**config.mk**
```make
export PLATFORM = sky130hd
export DESIGN_NAME = input_matrix_mapper_flat
export DESIGN_NICKNAME = d
export VERILOG_FILES = /design/src/rtl/input_matrix_mapper_if.sv /design/src/rtl/input_matrix_mapper.sv /design/src/flat_wrapper.sv
export SDC_FILE = /design/constraint.sdc
export NUM_CORES = 1
export LEC_CHECK = 0
export ABC_AREA = 1
export BUFFER_PORTS_ARGS = -buffer_cell sky130_fd_sc_hd__buf_4
export CAP_MARGIN = 10
export CELL_PAD_IN_SITES_DETAIL_PLACEMENT = 1
export CELL_PAD_IN_SITES_GLOBAL_PLACEMENT = 1
export CORE_MARGIN = 2
export CORE_UTILIZATION = 38
export DETAILED_ROUTE_END_ITERATION = 6
export PLACE_DENSITY_LB_ADDON = 0.1
export SYNTH_ARGS = -nofsm -noshare
export SYNTH_HDL_FRONTEND = slang
export SYNTH_SLANG_ARGS = --single-unit
```
**constraint.sdc**
```tcl
create_clock -name clk -period 11.3 [get_ports clk]
set_clock_uncertainty 0.2 [all_clocks]
set_input_delay 0 -clock clk [delete_from_list [all_inputs] [get_ports clk]]
set_output_delay 0 -clock clk [all_outputs]
set_load 0.02 [all_outputs]
```
**src/rtl/input_matrix_mapper_if.sv**
```systemverilog
// Button/strobe/map-table bundle between the platform side (master) and the
// key-matrix mapper (slave).
interface input_matrix_mapper_if #(
  parameter int NUM_BUTTONS  = 16,
  parameter int STROBE_WIDTH = 8,
  parameter int K_WIDTH      = 4
);
  localparam int AW = (NUM_BUTTONS > 1) ? $clog2(NUM_BUTTONS) : 1;
  localparam int SW = $clog2(STROBE_WIDTH + 2);
  localparam int KW = (K_WIDTH > 1) ? $clog2(K_WIDTH) : 1;
  localparam int MW = 1 + SW + KW;

  logic                    clk_en;
  logic [NUM_BUTTONS-1:0]  buttons;
  logic [STROBE_WIDTH-1:0] shifter_s;
  logic                    map_wr;
  logic [AW-1:0]           map_addr;
  logic [MW-1:0]           map_data;
  logic [K_WIDTH-1:0]      input_k;
  logic                    input_ba;
  logic                    input_beta;
  logic [NUM_BUTTONS-1:0]  pressed;

  modport master (
    output clk_en, buttons, shifter_s, map_wr, map_addr, map_data,
    input  input_k, input_ba, input_beta, pressed
  );
  modport slave (
    input  clk_en, buttons, shifter_s, map_wr, map_addr, map_data,
    output input_k, input_ba, input_beta, pressed
  );
endinterface

```
**src/rtl/input_matrix_mapper.sv**
```systemverilog
// Runtime-configurable button -> sm510 key-matrix mapper: per-button sync,
// debounce and press stretching, a writable map table, and a registered
// K / BA / beta output stage advanced on the CPU clock enable.

// Per-button lane: 2-flop sync, debounce, minimum-press hold.
module input_matrix_mapper_lane #(
  parameter int DEBOUNCE_TICKS = 4,
  parameter int HOLD_TICKS     = 64
) (
  input  logic clk,
  input  logic rst,
  input  logic clk_en,
  input  logic btn,
  output logic pr_nxt,   // press state this tick will commit (valid under clk_en)
  output logic pressed
);
  localparam int CW = $clog2(DEBOUNCE_TICKS + 1);
  localparam int HW = $clog2(HOLD_TICKS + 1);

  logic          s1, s2, db, db_nxt;
  logic [CW-1:0] cnt, cnt_nxt;
  logic [HW-1:0] hold, hold_nxt;

  // Synchroniser runs every clk, independent of clk_en.
  always_ff @(posedge clk or posedge rst) begin
    if (rst) begin
      s1 <= 1'b0;
      s2 <= 1'b0;
    end else begin
      s1 <= btn;
      s2 <= s1;
    end
  end

  // Debounce: accept a new level after DEBOUNCE_TICKS consecutive mismatching ticks.
  always_comb begin
    db_nxt  = db;
    cnt_nxt = '0;
    if (s2 != db) begin
      if (cnt == CW'(DEBOUNCE_TICKS - 1)) db_nxt = s2;
      else                                cnt_nxt = cnt + 1'b1;
    end
  end

  // Hold: a debounced rise (re)loads the stretch; release waits for it to expire.
  always_comb begin
    hold_nxt = hold;
    pr_nxt   = pressed;
    if (!db && db_nxt) begin
      hold_nxt = HW'(HOLD_TICKS - 1);
      pr_nxt   = 1'b1;
    end else begin
      if (hold != '0)              hold_nxt = hold - 1'b1;
      if (!db_nxt && hold == '0)   pr_nxt   = 1'b0;
    end
  end

  // Debounce/hold state advances on clk_en only.
  always_ff @(posedge clk or posedge rst) begin
    if (rst) begin
      db      <= 1'b0;
      cnt     <= '0;
      hold    <= '0;
      pressed <= 1'b0;
    end else if (clk_en) begin
      db      <= db_nxt;
      cnt     <= cnt_nxt;
      hold    <= hold_nxt;
      pressed <= pr_nxt;
    end
  end
endmodule

module input_matrix_mapper #(
  parameter int NUM_BUTTONS    = 16,
  parameter int STROBE_WIDTH   = 8,
  parameter int K_WIDTH        = 4,
  parameter int DEBOUNCE_TICKS = 4,
  parameter int HOLD_TICKS     = 64,
  parameter bit LINE_IDLE      = 1'b1
) (
  input logic                  clk,
  input logic                  reset,
  input_matrix_mapper_if.slave bus
);
  localparam int SW = $clog2(STROBE_WIDTH + 2);
  localparam int KW = (K_WIDTH > 1) ? $clog2(K_WIDTH) : 1;
  localparam int MW = 1 + SW + KW;

  logic [NUM_BUTTONS-1:0]          tab_en;
  logic [NUM_BUTTONS-1:0][SW-1:0]  tab_s;
  logic [NUM_BUTTONS-1:0][KW-1:0]  tab_k;
  logic [NUM_BUTTONS-1:0]          pr_nxt, pr_q;
  logic [K_WIDTH-1:0]              k_nxt, k_q;
  logic                            ba_hit, beta_hit, ba_q, beta_q;
  logic [STROBE_WIDTH-1:0]         sh;

  input_matrix_mapper_lane #(
    .DEBOUNCE_TICKS (DEBOUNCE_TICKS),
    .HOLD_TICKS     (HOLD_TICKS)
  ) u_lane [NUM_BUTTONS-1:0] (
    .clk     (clk),
    .rst     (reset),
    .clk_en  (bus.clk_en),
    .btn     (bus.buttons),
    .pr_nxt  (pr_nxt),
    .pressed (pr_q)
  );

  // Map table: writable any clk; the output stage reads the pre-write entry.
  always_ff @(posedge clk or posedge reset) begin
    if (reset) begin
      tab_en <= '0;
      tab_s  <= '0;
      tab_k  <= '0;
    end else if (bus.map_wr) begin
      tab_en[bus.map_addr] <= bus.map_data[MW-1];
      tab_s[bus.map_addr]  <= bus.map_data[KW +: SW];
      tab_k[bus.map_addr]  <= bus.map_data[KW-1:0];
    end
  end

  // Decode every entry; out-of-range strobe or K selects act as disabled.
  always_comb begin
    k_nxt    = '0;
    ba_hit   = 1'b0;
    beta_hit = 1'b0;
    sh       = '0;
    for (int i = 0; i < NUM_BUTTONS; i++) begin
      if (tab_en[i] && pr_nxt[i] && int'(tab_k[i]) < K_WIDTH) begin
        if (int'(tab_s[i]) < STROBE_WIDTH) begin
          sh = bus.shifter_s >> tab_s[i];
          if (sh[0]) k_nxt = k_nxt | (K_WIDTH'(1) << tab_k[i]);
        end else if (int'(tab_s[i]) == STROBE_WIDTH) begin
          ba_hit = 1'b1;
        end else if (int'(tab_s[i]) == STROBE_WIDTH + 1) begin
          beta_hit = 1'b1;
        end
      end
    end
  end

  // Registered CPU-facing lines, advanced on clk_en.
  always_ff @(posedge clk or posedge reset) begin
    if (reset) begin
      k_q    <= '0;
      ba_q   <= LINE_IDLE;
      beta_q <= LINE_IDLE;
    end else if (bus.clk_en) begin
      k_q    <= k_nxt;
      ba_q   <= LINE_IDLE ^ ba_hit;
      beta_q <= LINE_IDLE ^ beta_hit;
    end
  end

  assign bus.input_k    = k_q;
  assign bus.input_ba   = ba_q;
  assign bus.input_beta = beta_q;
  assign bus.pressed    = pr_q;
endmodule

```
**src/flat_wrapper.sv**
```systemverilog
// flat-port wrapper written by rule: the top's interface ports become plain ports
module input_matrix_mapper_flat 
#(
  parameter int NUM_BUTTONS    = 16,
  parameter int STROBE_WIDTH   = 8,
  parameter int K_WIDTH        = 4,
  parameter int DEBOUNCE_TICKS = 4,
  parameter int HOLD_TICKS     = 64,
  parameter bit LINE_IDLE      = 1'b1
)
  (clk, reset, bus_clk_en, bus_buttons, bus_shifter_s, bus_map_wr, bus_map_addr, bus_map_data, bus_input_k, bus_input_ba, bus_input_beta, bus_pressed);
  input_matrix_mapper_if #(.NUM_BUTTONS(NUM_BUTTONS), .STROBE_WIDTH(STROBE_WIDTH), .K_WIDTH(K_WIDTH)) bus_i ();
  input logic clk;
  input logic reset;
  input wire logic [$bits(bus_i.clk_en)-1:0] bus_clk_en;
  input wire logic [$bits(bus_i.buttons)-1:0] bus_buttons;
  input wire logic [$bits(bus_i.shifter_s)-1:0] bus_shifter_s;
  input wire logic [$bits(bus_i.map_wr)-1:0] bus_map_wr;
  input wire logic [$bits(bus_i.map_addr)-1:0] bus_map_addr;
  input wire logic [$bits(bus_i.map_data)-1:0] bus_map_data;
  output wire logic [$bits(bus_i.input_k)-1:0] bus_input_k;
  output wire logic [$bits(bus_i.input_ba)-1:0] bus_input_ba;
  output wire logic [$bits(bus_i.input_beta)-1:0] bus_input_beta;
  output wire logic [$bits(bus_i.pressed)-1:0] bus_pressed;
  assign bus_i.clk_en = bus_clk_en;
  assign bus_i.buttons = bus_buttons;
  assign bus_i.shifter_s = bus_shifter_s;
  assign bus_i.map_wr = bus_map_wr;
  assign bus_i.map_addr = bus_map_addr;
  assign bus_i.map_data = bus_map_data;
  assign bus_input_k = bus_i.input_k;
  assign bus_input_ba = bus_i.input_ba;
  assign bus_input_beta = bus_i.input_beta;
  assign bus_pressed = bus_i.pressed;
  input_matrix_mapper #(.NUM_BUTTONS(NUM_BUTTONS), .STROBE_WIDTH(STROBE_WIDTH), .K_WIDTH(K_WIDTH), .DEBOUNCE_TICKS(DEBOUNCE_TICKS), .HOLD_TICKS(HOLD_TICKS), .LINE_IDLE(LINE_IDLE)) u_core (.clk(clk), .reset(reset), .bus(bus_i));
endmodule
```
-- Yosys cells after proc, flatten, opt, wreduce, memory -nomap -nowiden
Cells that the tools add are included.
- reduce and logical (&&, ||, !) cells: 145
- bitwise operators: 17
- magnitude comparators: 18
- shifts and indexed selects: 32
- $add $sub $neg: 32
- muxes and demuxes: 297
- equal/unequal tests: 64
- operator list (operator ; number):
    7-bit 2-to-1 mux ; 32
    4-bit 2-to-1 mux ; 49
    1-bit 2-to-1 mux ; 177
    4-bit == test, second input constant ; 32
    8-bit by 4-bit >> shifter with 1-bit output ; 16
    7-bit zero test ; 16
    7-bit nonzero test ; 16
    7-bit by 1-bit subtractor with 7-bit output, second input constant ; 16
    3-bit 2-to-1 mux ; 32
    64-bit bitwise mux ; 1
    4-bit < comparator, second input constant ; 16
    1-bit by 2-bit left shift with 4-bit output, first input constant ; 16
    4-bit bitwise OR ; 15
    1-bit logical AND ; 49
    3-bit by 1-bit adder with 3-bit output, second input constant ; 16
    3-bit by 2-bit == test with 1-bit output, second input constant ; 16
    32-bit bitwise mux ; 1
    1-bit zero test ; 32
    2-bit AND reduction ; 16
    2-bit nonzero test ; 16
    16-bit bitwise mux ; 1
    4-bit demux with 4-bit select ; 1
    1-bit != test ; 16
    2-bit demux with 4-bit select ; 1
    other kinds (5) ; 6
- output and inout port bits: 22
- bits in registers: 342

-- Depth between registers and ports, before layout
Gate-level depths: netlist of the first run.
- word-level depth: 70
- mapped depth: 16

-- Modules after synthesis
Synthesis of the first run repeated with hierarchy kept, for this count alone.
- cell total of the unflattened synthesis: 2867
- area, all modules: 21637.0 um2
- by module, submodules not included (module ; cells an instance ; instances ; sequential area each (um2) ; area an instance (um2)):
    input_matrix_mapper_lane (u_core.u_lane[0] ...) ; 109 ; 15 ; 350.3 ; 890.9
    input_matrix_mapper ; 1123 ; 1 ; 2955.3 ; 7388.3
    input_matrix_mapper_lane (u_core.u_lane[8]) ; 109 ; 1 ; 350.3 ; 885.8

-- Worst setup path after synthesis of the first run
Ideal clock, no wire load.
- kind: register -> register
- start point: register u_core.u_lane[8].cnt[0]
- end point: register u_core.k_q[2] (netlist: u_core.bus.input_k[2])
- setup slack: 9.517 ns
- arrival: 1.467 ns
- stages on the path, launching flop included: 13
- buffers on the path: 0
- period minus slack after synthesis: 1.783 ns
- path through: dfrtp_1 ha_1 nand2_1 nor2_1 or2_1 nand3_2 nor2_1 nand3_1 nand3_1 nor2_1 nand2_1 nand2_1 nand2_1
- longest elaborated chain between the ends: 37
- RTL lines (element ; line ; RTL):
    from (decl) ; input_matrix_mapper.sv:21 ; logic [CW-1:0] cnt, cnt_nxt;
    from (signal assigned) ; input_matrix_mapper.sv:67 ; cnt <= cnt_nxt;
    3-bit by 2-bit == test with 1-bit output * ; input_matrix_mapper.sv:40 ; if (cnt == CW'(DEBOUNCE_TICKS - 1)) db_nxt = s2;
    1-bit 2-to-1 mux * ; input_matrix_mapper.sv:40 ;
    1-bit 2-to-1 mux * ; input_matrix_mapper.sv:39 ; if (s2 != db) begin
    1-bit zero test ; input_matrix_mapper.sv:54 ; if (!db_nxt && hold == '0) pr_nxt = 1'b0;
    1-bit logical AND ; input_matrix_mapper.sv:54 ;
    1-bit 2-to-1 mux ; input_matrix_mapper.sv:54 ;
    1-bit 2-to-1 mux * ; input_matrix_mapper.sv:49 ; if (!db && db_nxt) begin
    1-bit logical AND * ; input_matrix_mapper.sv:130 ; if (tab_en[i] && pr_nxt[i] && int'(tab_k[i]) < K_WIDTH) begin
    [... 21 more ...] ; - ;
    4-bit bitwise OR ; input_matrix_mapper.sv:133 ; if (sh[0]) k_nxt = k_nxt | (K_WIDTH'(1) << tab_k[i]);
    4-bit 2-to-1 mux ; input_matrix_mapper.sv:133 ;
    4-bit 2-to-1 mux ; input_matrix_mapper.sv:131 ; if (int'(tab_s[i]) < STROBE_WIDTH) begin
    4-bit 2-to-1 mux * ; input_matrix_mapper.sv:130 ;
    4-bit bitwise OR ; input_matrix_mapper.sv:133 ;
    4-bit 2-to-1 mux ; input_matrix_mapper.sv:133 ;
    4-bit 2-to-1 mux ; input_matrix_mapper.sv:131 ;
    4-bit 2-to-1 mux * ; input_matrix_mapper.sv:130 ;
    to (signal assigned) ; input_matrix_mapper.sv:150 ; k_q <= k_nxt;
    to (decl) ; input_matrix_mapper.sv:94 ; logic [K_WIDTH-1:0] k_nxt, k_q;
Mark *: on every way between the ends. The rest lies on a longest branch, timed or not.
A chain may end at the register's enable or synchronous reset.

-- Worst setup path in the final report of the first run
- start point: input port bus_map_addr[0]
- end point: register u_core.tab_s[27] (netlist bit)
- longest elaborated chain between the ends: 5
- RTL lines (element ; line ; RTL):
    from (decl) ; flat_wrapper.sv:19 ; input wire logic [$bits(bus_i.map_addr)-1:0] bus_map_addr;
    4-bit by 5-bit < comparator with 1-bit output (not written as such) / 4-bit by 1-bit >= comparator with 1-bit output (equally long branches) ; input_matrix_mapper.sv:118 ; tab_s[bus.map_addr] <= bus.map_data[KW +: SW];
    1-bit logical AND (not written as such) ; input_matrix_mapper.sv:118 ;
    4-bit 2-to-1 mux (not written as such) ; input_matrix_mapper.sv:118 ;
    4-bit demux with 4-bit select * ; - ;
    64-bit bitwise mux * ; input_matrix_mapper.sv:118 ;
    to (signal, indexed assignment) ; input_matrix_mapper.sv:118 ;
    to (decl) ; input_matrix_mapper.sv:91 ; logic [NUM_BUTTONS-1:0][SW-1:0] tab_s;
Marked as above.

==> metrics.csv, run 1 <==
metric;value;unit
critical_path_peak_fanout;14;
drv.max_cap_violation_count;0;
placement.io_buffers;60;
sequentialPowerShare;40.4;%
gr_usage_total;21.98;%
timing_max_transition_violations_final;0;
pwr-share-clk;28.8;%
synthDistinctLibCells;51;
ys.flop_type;dfrtp_1;
postRouteAntennaNets;0;
die_w;222.8;µm
placedCellCount;3025;
grt_pass1_vias;16480;
combinationalPowerShare;30.8;%
placementRows;80;
cellInternalPower;0.003013;W
crit_arrival;3.82;ns
number_of_enable_type_register_cells_in_the_synthesized_netlist;0;
fin_total_pwr;0.004851;W
setup_total_negative_slack;0;ns
layoutNonFillerInstCount;3162;
slew-limit-headroom;18.96;%
tritoncts.num_buffers;42;
worst_pin_slew;1.211;ns
areaGrowthSynthToFinish;15.80;%
max_freq;0.2852;GHz
first_pass_grt_wire_length;87440;µm
endpoint_kind;register;
yosysSeqAreaShare;47.05;%
grt.overflow.total;0;
cts_sinks;342;
setup.worst_path.class;in -> reg;
route.final.wire_length;53560;µm
worstHoldPathType;in -> reg;
routed_wire_length_per_instance;16.94;µm
die_area;0.04965;mm²
gp_congestion;0.8617;
switchingPower;0.001839;W
avgSynthCellArea;7.522;µm²
syn_inst;2419;
timing.final.hold_violations;0;
cts_hold_buf;60;
grt_start_max_net_pins;95;
synth-warning-count;0;
dp.final_hpwl;38530;µm
fp.dieH;222.8;µm
pin_count;61;
power.switching_fraction;37.90;%
most-common-layout-cells;nand2_1 (582), inv_1 (343), dfrtp_1 (340);
ir_drop;0.09976;mV
drt-vias-per-instance;5.110;
finish.net_count;2587;
post_route_cells_drive_above_1_share;7.973;%
clk_pin_slew;0.06;ns
powerDensity;230.2;mW/mm²
crit_required;11.61;ns
htree_levels;2;
final.period_utilization;31.03;%
cp-start-kind;input port;
drc_viols;0;
starting_density_of_the_core;38.27;%
grt_setup_unrepaired;no;
drtPass1Iterations;5;
root_buffer;clkbuf_16;
setup-violations-final;0;
postSynthNetCount;2492;
async_reset_ff_share;100.0;%
syn_area;0.01819;mm²
p_leak;10.32;nW
synth-seq-cells;342;
layout.cells.most_common;nand2_1;
clk_latency;0.58;ns
initial_antenna_violation_count;0;
tritoncts;built;
status;finished clean;
clock_path_buffers;3;
timing.final.crit_period;3.506;ns
detail_route.iter0.violations;846;
number_of_vias_after_detailed_routing;16160;
cts-resized-gates;0;
coreArea;0.04755;mm²
cts_setup_buffers;0;
## per-layer routing
layer / GRT usage, % / wire (µm)
met1: 30.48 / 25780
met2: 36.35 / 24890
met3: 2.526 / 1682
met4: 6.213 / 1203
met5: 0 / 0
## synthesized netlist by cell type (2+ instances only)
cell	instances	area share [%]
a21boi_1	3	0.12
a21oi_1	55	1.5
a21oi_2	4	0.19
a41oi_1	3	0.14
buf_1	2	0.041
buf_2	18	0.50
buf_4	21	0.87
buf_6	6	0.37
clkbuf_1	26	0.54
clkbuf_2	3	0.082
dfrtp_1	340	47
dfstp_2	2	0.29
ha_1	34	2.3
inv_1	344	7.1
inv_2	11	0.23
nand2_1	582	12
nand2_2	8	0.28
nand3_1	236	6.5
nand3_2	3	0.17
nand3b_1	21	0.87
nand4_1	43	1.5
nor2_1	265	5.5
nor2_2	21	0.72
nor2b_1	2	0.069
nor3_1	25	0.69
nor3_2	10	0.55
nor3b_1	2	0.082
nor4_1	6	0.21
o2111ai_1	3	0.14
o211ai_1	9	0.37
o21ai_0	246	6.8
o21ai_1	10	0.28
o22ai_1	14	0.48
or2_0	2	0.069
or2_1	3	0.10
or2_2	4	0.14
xnor2_1	9	0.43
xor2_1	10	0.48
## final timing paths
| path | start | to | slack (ns) | depth (start not counted) |
|---|---|---|---|---|
| max | bus_map_addr[0] | u_core.tab_s[27] | 7.79 | 10 |
| max in group asynchronous | reset | u_core.u_lane[0].cnt[2] | 8.16 | 6 |
| min reg2reg | u_core.u_lane[9].s1 | u_core.u_lane[9].s2 | 0.15 | 0 |
| max reg2reg | u_core.u_lane[6].hold[0] | u_core.bus.input_beta | 8.87 | 14 |
| min in group asynchronous | reset | u_core.u_lane[10].hold[5] | 0.50 | 4 |
| min | bus_map_data[1] | u_core.tab_k[11] | 0.05 | 4 |
## power groups by stage
| stage | Combinational, W | Sequential (W) | Clock [W] |
|---|---|---|---|
| floorplan | 0.00114 | 0.00187 | 0 |
| global placement | 0.00140 | 0.00195 | 0 |
| detailed placement | 0.00148 | 0.00197 | 0 |
| CTS | 0.00151 | 0.00196 | 0.00144 |
| global route | 0.00174 | 0.00202 | 0.00149 |
| finish | 0.00149 | 0.00196 | 0.00140 |
## logic make-up (layout without fill, tap and decap cells)
kind of cell               Yosys count  after routing  share of synthesized area (%)
other                                0              1                              0
DFF                                342            342                          47.05
AOI/OAI and AO/OA                  355            355                          10.38
xor gates and xnor gates            19             19                         0.9146
and+or+nand+nor                   1237           1237                          29.58
buffers and inverters              432            559                          9.737
adders and majority gates           34             34                          2.338
## per-stage QoR
stage	hold WS [ns]	instance area [µm²]	util [%]	setup slack [ns]
finish	0.04574	21070	44.32	7.794
global route	0.07298	21070	44.31	7.600
CTS	0.02532	21070	44.31	7.924
detailed placement	-0.08915	19040	40.04	8.566
global placement	-0.09087	19040	40.04	8.598
floorplan	-0.1686	18200	-	1.623
## worst max-delay path, stage by stage
cell	delay, ns
dlygate4sd3_1	0.54
buf_4	0.15
nor2_1	0.19
nand2_1	0.06
dlygate4sd3_1	0.57
nor2_1	0.91
nand2_1	0.13
dlygate4sd3_1	0.61
o21ai_0	0.08
dlygate4sd3_1	0.58
## cell type report
cell class | count | area, µm²
sequential | 342 | 8561
clock buffer | 60 | 1219
fill | 5815 | 26480
inverter | 356 | 1344
clock inverter | 16 | 209.0
tap | 615 | 769.5
multi-input combinational | 1645 | 7863
antenna | 1 | 2.502
timing repair buffer | 127 | 1104
## registers in the layout, summed over array words and instances (netlist names), 32 cells and up
name,count
u_core.tab_s,64
u_core.u_lane.hold,112
u_core.u_lane.cnt,48
u_core.tab_k,32
Note: power is estimated with default switching activity, not from simulation.
==> inputs of run 2 (changes only) <==
==> constraint.sdc (replaced) <==
create_clock -name clk -period 3.65 [get_ports clk]
set_clock_uncertainty 0.2 [all_clocks]
set_input_delay 0 -clock clk [delete_from_list [all_inputs] [get_ports clk]]
set_output_delay 0 -clock clk [all_outputs]
set_load 0.02 [all_outputs]
==> run 2 against run 1 <==
Register-to-register slack got worse by 7.5 ns. Clock power increased to 3.2 times the previous value. Highest routed layer unchanged. Via count decreased by 0.12%. First-iteration DRC count increased by 20%. Sequential power increased to 3.1 times the previous value. Combinational power increased to 3.1 times the previous value. Global-route usage increased by 0.87 points. Sequential share of layout area decreased by 0.15 points. Final area increased by 0.36%. Die area unchanged. Non-clock buffer count decreased by 1.
==> metrics.csv, run 2 (same netlist as run 1, synthesis figures left out) <==
metric;value;unit
status;finished clean;
endpoint_kind;register;
drv.max_cap_violation_count;0;
detail_route.iter0.violations;1015;
die_w;222.8;µm
worst_pin_slew;1.093;ns
gp_congestion;0.8731;
setup-violations-final;0;
cts_sinks;342;
final.period_utilization;92.82;%
p_leak;10.34;nW
timing.final.hold_violations;0;
starting_density_of_the_core;38.27;%
placedCellCount;3027;
tritoncts.num_buffers;42;
fp.dieH;222.8;µm
regMostFlops;u_core.u_lane.hold;
most-common-layout-cells;nand2_1 (582), inv_1 (343), dfrtp_1 (340);
powerDensity;716.9;mW/mm²
grt_pass1_vias;16740;
timing.final.crit_period;3.388;ns
htree_levels;2;
final.hold.worst_slack;0.06247;ns
largest_register_ffs;112;
min_delay_worst_endpoint;u_core.tab_k[11];
layout.cells.most_common;nand2_1;
grt_setup_unrepaired;no;
initial_antenna_violation_count;0;
setup.worst_path.class;in -> reg;
clock_path_buffers;3;
timing_max_transition_violations_final;0;
drt-vias-per-instance;5.106;
ff2ff_path_depth;13;
route.final.wire_length;55220;µm
min_delay_path_depth;4;
coreArea;0.04755;mm²
grt_start_max_net_pins;118;
post_route_cells_drive_above_1_share;7.976;%
layoutNonFillerInstCount;3161;
critical_path_peak_fanout;14;
placementRows;80;
root_buffer;clkbuf_16;
dp.final_hpwl;39250;µm
grt.overflow.total;0;
setup.reg_to_reg.worst_slack;1.36;ns
crit_arrival;3.69;ns
critical_hold_path_startpoint;bus_map_data[1];
worstHoldPathType;in -> reg;
crit_required;3.96;ns
largest_registers;u_core.u_lane.hold: 112 flops, u_core.tab_s: 64 flops, u_core.u_lane.cnt: 48 flops;
clk_pin_slew;0.06;ns
die_area;0.04965;mm²
first_pass_grt_wire_length;90410;µm
pin_count;61;
areaGrowthSynthToFinish;16.22;%
slew-limit-headroom;26.87;%
number_of_vias_after_detailed_routing;16140;
drtPass1Iterations;5;
cp-start-kind;input port;
drc_viols;0;
postRouteAntennaNets;0;
finish.net_count;2586;
max_freq;0.2952;GHz
placement.io_buffers;60;
clk_latency;0.57;ns
cell_area_after_layout;0.02115;mm²
tritoncts;built;
critical_path.reg2reg.startpoint;u_core.u_lane[4].cnt[0];
fill_cells;5853;
placed_instance_area;0.01911;mm²
routed_wire_length_per_instance;17.47;µm
worst_reg2reg_path_endpoint;u_core.bus.input_k[0];
fin_util;44.48;%
gr_usage_total;22.85;%
ir_drop;0.3761;mV
-- run 2: cell type report --
class                      instances  area (µm²)  share of cell area, %
tap                              615       769.5                  3.639
timing repair buffer             126        1151                  5.443
clock inverter                    12       206.4                 0.9763
inverter                         356        1340                  6.337
multi-input combinational       1645        7863                  37.18
sequential                       342        8561                  40.48
antenna                            1       2.502                0.01183
clock buffer                      64        1254                  5.929
-- run 2: metrics by stage --
stage / setup slack [ns] / TNS, ns / total power [W]
floorplan: -1.123 / -381.78 / 0.009329
global placement: 1.423 / 0 / 0.01042
detailed placement: 1.372 / 0 / 0.01072
CTS: 0.3532 / 0 / 0.01535
global route: 0.03113 / 0 / 0.01639
finish: 0.2622 / 0 / 0.01516
-- run 2: worst max path at each step --
stage / end / cells past startpoint / start / slack, ns
after floorplan: u_core.bus.input_k[0] / 1 / reset / -1.12
after global placement: u_core.bus.input_ba / 11 / u_core.u_lane[12].cnt[0] / 1.42
after detailed placement: u_core.bus.input_ba / 11 / u_core.u_lane[12].cnt[0] / 1.37
after CTS: u_core.tab_s[43] / 10 / bus_map_addr[0] / 0.35
after global routing: u_core.tab_k[21] / 11 / bus_map_addr[1] / 0.03
final: u_core.tab_k[21] / 10 / bus_map_addr[0] / 0.26
-- run 2: where the power goes --
group | internal (W) | total [W] | switching, W
Clock | 0.00272 | 0.00444 | 0.00172
Sequential | 0.00501 | 0.00606 | 0.00105
Combinational | 0.00171 | 0.00466 | 0.00295
Total | 0.00944 | 0.0152 | 0.00572
-- run 2: per-layer routing --
| metal | vias up | share of wire [%] | GRT usage, % |
|---|---|---|---|
| met5 | - | 0 | 0 |
| met4 | 0 | 2.0 | 5.347 |
| met3 | 80 | 3.3 | 3.332 |
| met2 | 218 | 46 | 36.77 |
| met1 | 7928 | 49 | 32.52 |
| li1 | 7913 | - | - |
-- run 2: repair_timing --
item,CTS,global route
buffers inserted,0,0
hold buffers,57,0
gates resized for setup,0,0
hold endpoints to repair,557,0
-- run 2: worst max-delay path: stages --
cell and delay (ns):
dlygate4sd3_1 0.53, buf_4 0.14, nor2_1 0.20, nand2_1 0.07
dlygate4sd3_1 0.57, nor2_1 0.82, nand2_1 0.10, dlygate4sd3_1 0.60
o21ai_0 0.07, dlygate4sd3_1 0.56
==> inputs of run 3 (changes only) <==
--- a/config.mk
+++ b/config.mk
@@ -11,7 +11,8 @@
 export CELL_PAD_IN_SITES_DETAIL_PLACEMENT = 1
 export CELL_PAD_IN_SITES_GLOBAL_PLACEMENT = 1
 export CORE_MARGIN = 2
-export CORE_UTILIZATION = 38
+export CORE_UTILIZATION = 47
+export CTS_CLUSTER_DIAMETER = 120
 export DETAILED_ROUTE_END_ITERATION = 6
 export PLACE_DENSITY_LB_ADDON = 0.1
 export SYNTH_ARGS = -nofsm -noshare
==> run 3 against run 2 <==
Critical endpoint unchanged. Non-clock buffer count is 3 higher. Combinational power up 1%. Register-to-register slack worse by 0.04 ns. Utilization is 9.7 points higher.
==> metrics.csv, run 3 (same netlist as run 1, synthesis figures left out) <==
metric;value;unit
drt-vias-per-instance;5.397;
cpPeakStageDelay;0.74;ns
layoutNonFillerInstCount;3060;
drv.max_cap_violation_count;0;
cp-start-kind;input port;
crit_required;3.96;ns
fp.dieH;200.8;µm
grt_pass1_vias;17630;
die_area;0.04030;mm²
crit_buf_inv;5;
areaGrowthSynthToFinish;14.62;%
drtPass1Iterations;5;
tritoncts;built;
tritoncts.num_buffers;40;
setup_total_negative_slack;0;ns
p_leak;10.26;nW
grt.overflow.total;0;
grt_start_max_net_pins;115;
root_buffer;clkbuf_16;
clk_pin_slew;0.06;ns
layout.cells.most_common;nand2_1;
slew-limit-headroom;22.24;%
placementRows;72;
first_pass_grt_wire_length;92070;µm
post_route_cells_drive_above_1_share;7.789;%
die_w;200.8;µm
clock_path_buffers;3;
most-common-layout-cells;nand2_1 (582), inv_1 (343), dfrtp_1 (340);
route.final.wire_length;55700;µm
regMostFlops;u_core.u_lane.hold;
clk_latency;0.57;ns
fill_cells;4837;
worstHoldPathType;in -> reg;
cts-resized-gates;0;
ir_drop;0.5657;mV
status;finished clean;
placement.io_buffers;60;
cts_setup_buffers;0;
placedCellCount;2932;
timing.final.hold_violations;0;
cts_sinks;342;
critical_path_peak_fanout;14;
largest_registers;u_core.u_lane.hold: 112 flops, u_core.tab_s: 64 flops, u_core.u_lane.cnt: 48 flops;
routed_wire_length_per_instance;18.20;µm
crit_arrival;3.69;ns
initial_antenna_violation_count;0;
cts_hold_buf;58;
fin_util;54.22;%
timing.critical_path.max_delay_family;buffers and inverters;
grt_setup_unrepaired;no;
htree_levels;2;
setup.worst_path.class;in -> reg;
number_of_vias_after_detailed_routing;16510;
timing.final.crit_period;3.383;ns
max_freq;0.2956;GHz
critical_path.cell_chain;dlygate4sd3_1, buf_4, nor2_1, nand2_1, dlygate4sd3_1, nor2_1, nand2_1, dlygate4sd3_1, o21ai_0, dlygate4sd3_1;
setup-violations-final;0;
finish.net_count;2587;
largest_register_ffs;112;
timing_max_transition_violations_final;0;
endpoint_kind;register;
gp_congestion;0.8899;
antenna_cells;0;
coreArea;0.03847;mm²
starting_density_of_the_core;47.30;%
cell_repeated_most_along_the_worst_path;dlygate4sd3_1;
worst_pin_slew;1.162;ns
postRouteAntennaNets;0;
dp.final_hpwl;38810;µm
drc_viols;0;
final.period_utilization;92.69;%
detail_route.iter0.violations;969;
powerDensity;709.6;mW/mm²
gr_usage_total;28.46;%
crit_path_top_delay_cell;nor2_1;
pin_count;61;
run 3: changes by cell type in the layout (fill, tap and decap cells not counted), sizes merged:
cell and delta:
clkbuf -4, bufinv -3, clkinv +3, buf +2, inv -2, diode -1, dlygate4sd3 +1
run 3: power breakdown:
group          total [W]  leakage, nW  internal, W  switching, W
clock            0.00401        0.632      0.00236       0.00165
sequential       0.00608         4.26      0.00501       0.00107
combinational    0.00471         5.37      0.00171       0.00300
total             0.0148         10.3      0.00908       0.00571
run 3: metal layers:
layer	track usage [%]	part of all wire (%)
met4	8.148	2.5
met1	38.35	46
met3	5.065	4.8
met2	47.27	47
met5	0	0
run 3: worst paths after layout:
| path | slack [ns] | startpoint | cells after the start | end |
|---|---|---|---|---|
| hold / removal | 0.07 | bus_map_data[5] | 4 | u_core.tab_s[39] |
| setup reg to reg | 1.32 | u_core.u_lane[12].cnt[0] | 11 | u_core.bus.input_beta |
| hold reg to reg | 0.15 | u_core.u_lane[9].s1 | 0 | u_core.u_lane[9].s2 |
| setup / recovery | 0.27 | bus_map_addr[0] | 10 | u_core.tab_k[21] |
| min in group asynchronous | 0.45 | reset | 4 | u_core.u_lane[10].hold[0] |
| max in group asynchronous | 1.71 | reset | 5 | u_core.tab_k[30] |
run 3: metrics by stage:
| step | total power (W) | instance area [µm²] | setup WS [ns] | hold slack (ns) |
|---|---|---|---|---|
| final | 0.01480 | 20860 | 0.2666 | 0.06517 |
| after global routing | 0.01598 | 20860 | 0.1097 | 0.07354 |
| after CTS | 0.01489 | 20860 | 0.3624 | 0.04223 |
| after detailed placement | 0.01071 | 18990 | 1.356 | -0.08949 |
| after global placement | 0.01032 | 18990 | 1.388 | -0.09073 |
| after floorplan | 0.009329 | 18200 | -1.123 | -0.1686 |
run 3: worst register-to-register path, stage by stage, from the launching register on:
cell	delay (ns)
dfrtp_1	0.39
ha_1	0.23
nand2_2	0.09
inv_1	0.07
o21ai_0	0.21
nor2_1	0.11
nor2_2	0.38
nand2_1	0.18
o211ai_1	0.19
nor2_1	0.12
nand2_1	0.08
nand2_1	0.05
run 3: layout make-up:
cell class,count,area (µm²),share of cell area (%)
Clock buffer,60,1177,5.646
Inverter,356,1340,6.426
Sequential cell,342,8561,41.05
Clock inverter,10,102.6,0.4920
Multi-Input combinational cell,1645,7863,37.70
Timing Repair Buffer,129,1164,5.580
Tap cell,518,648.1,3.108
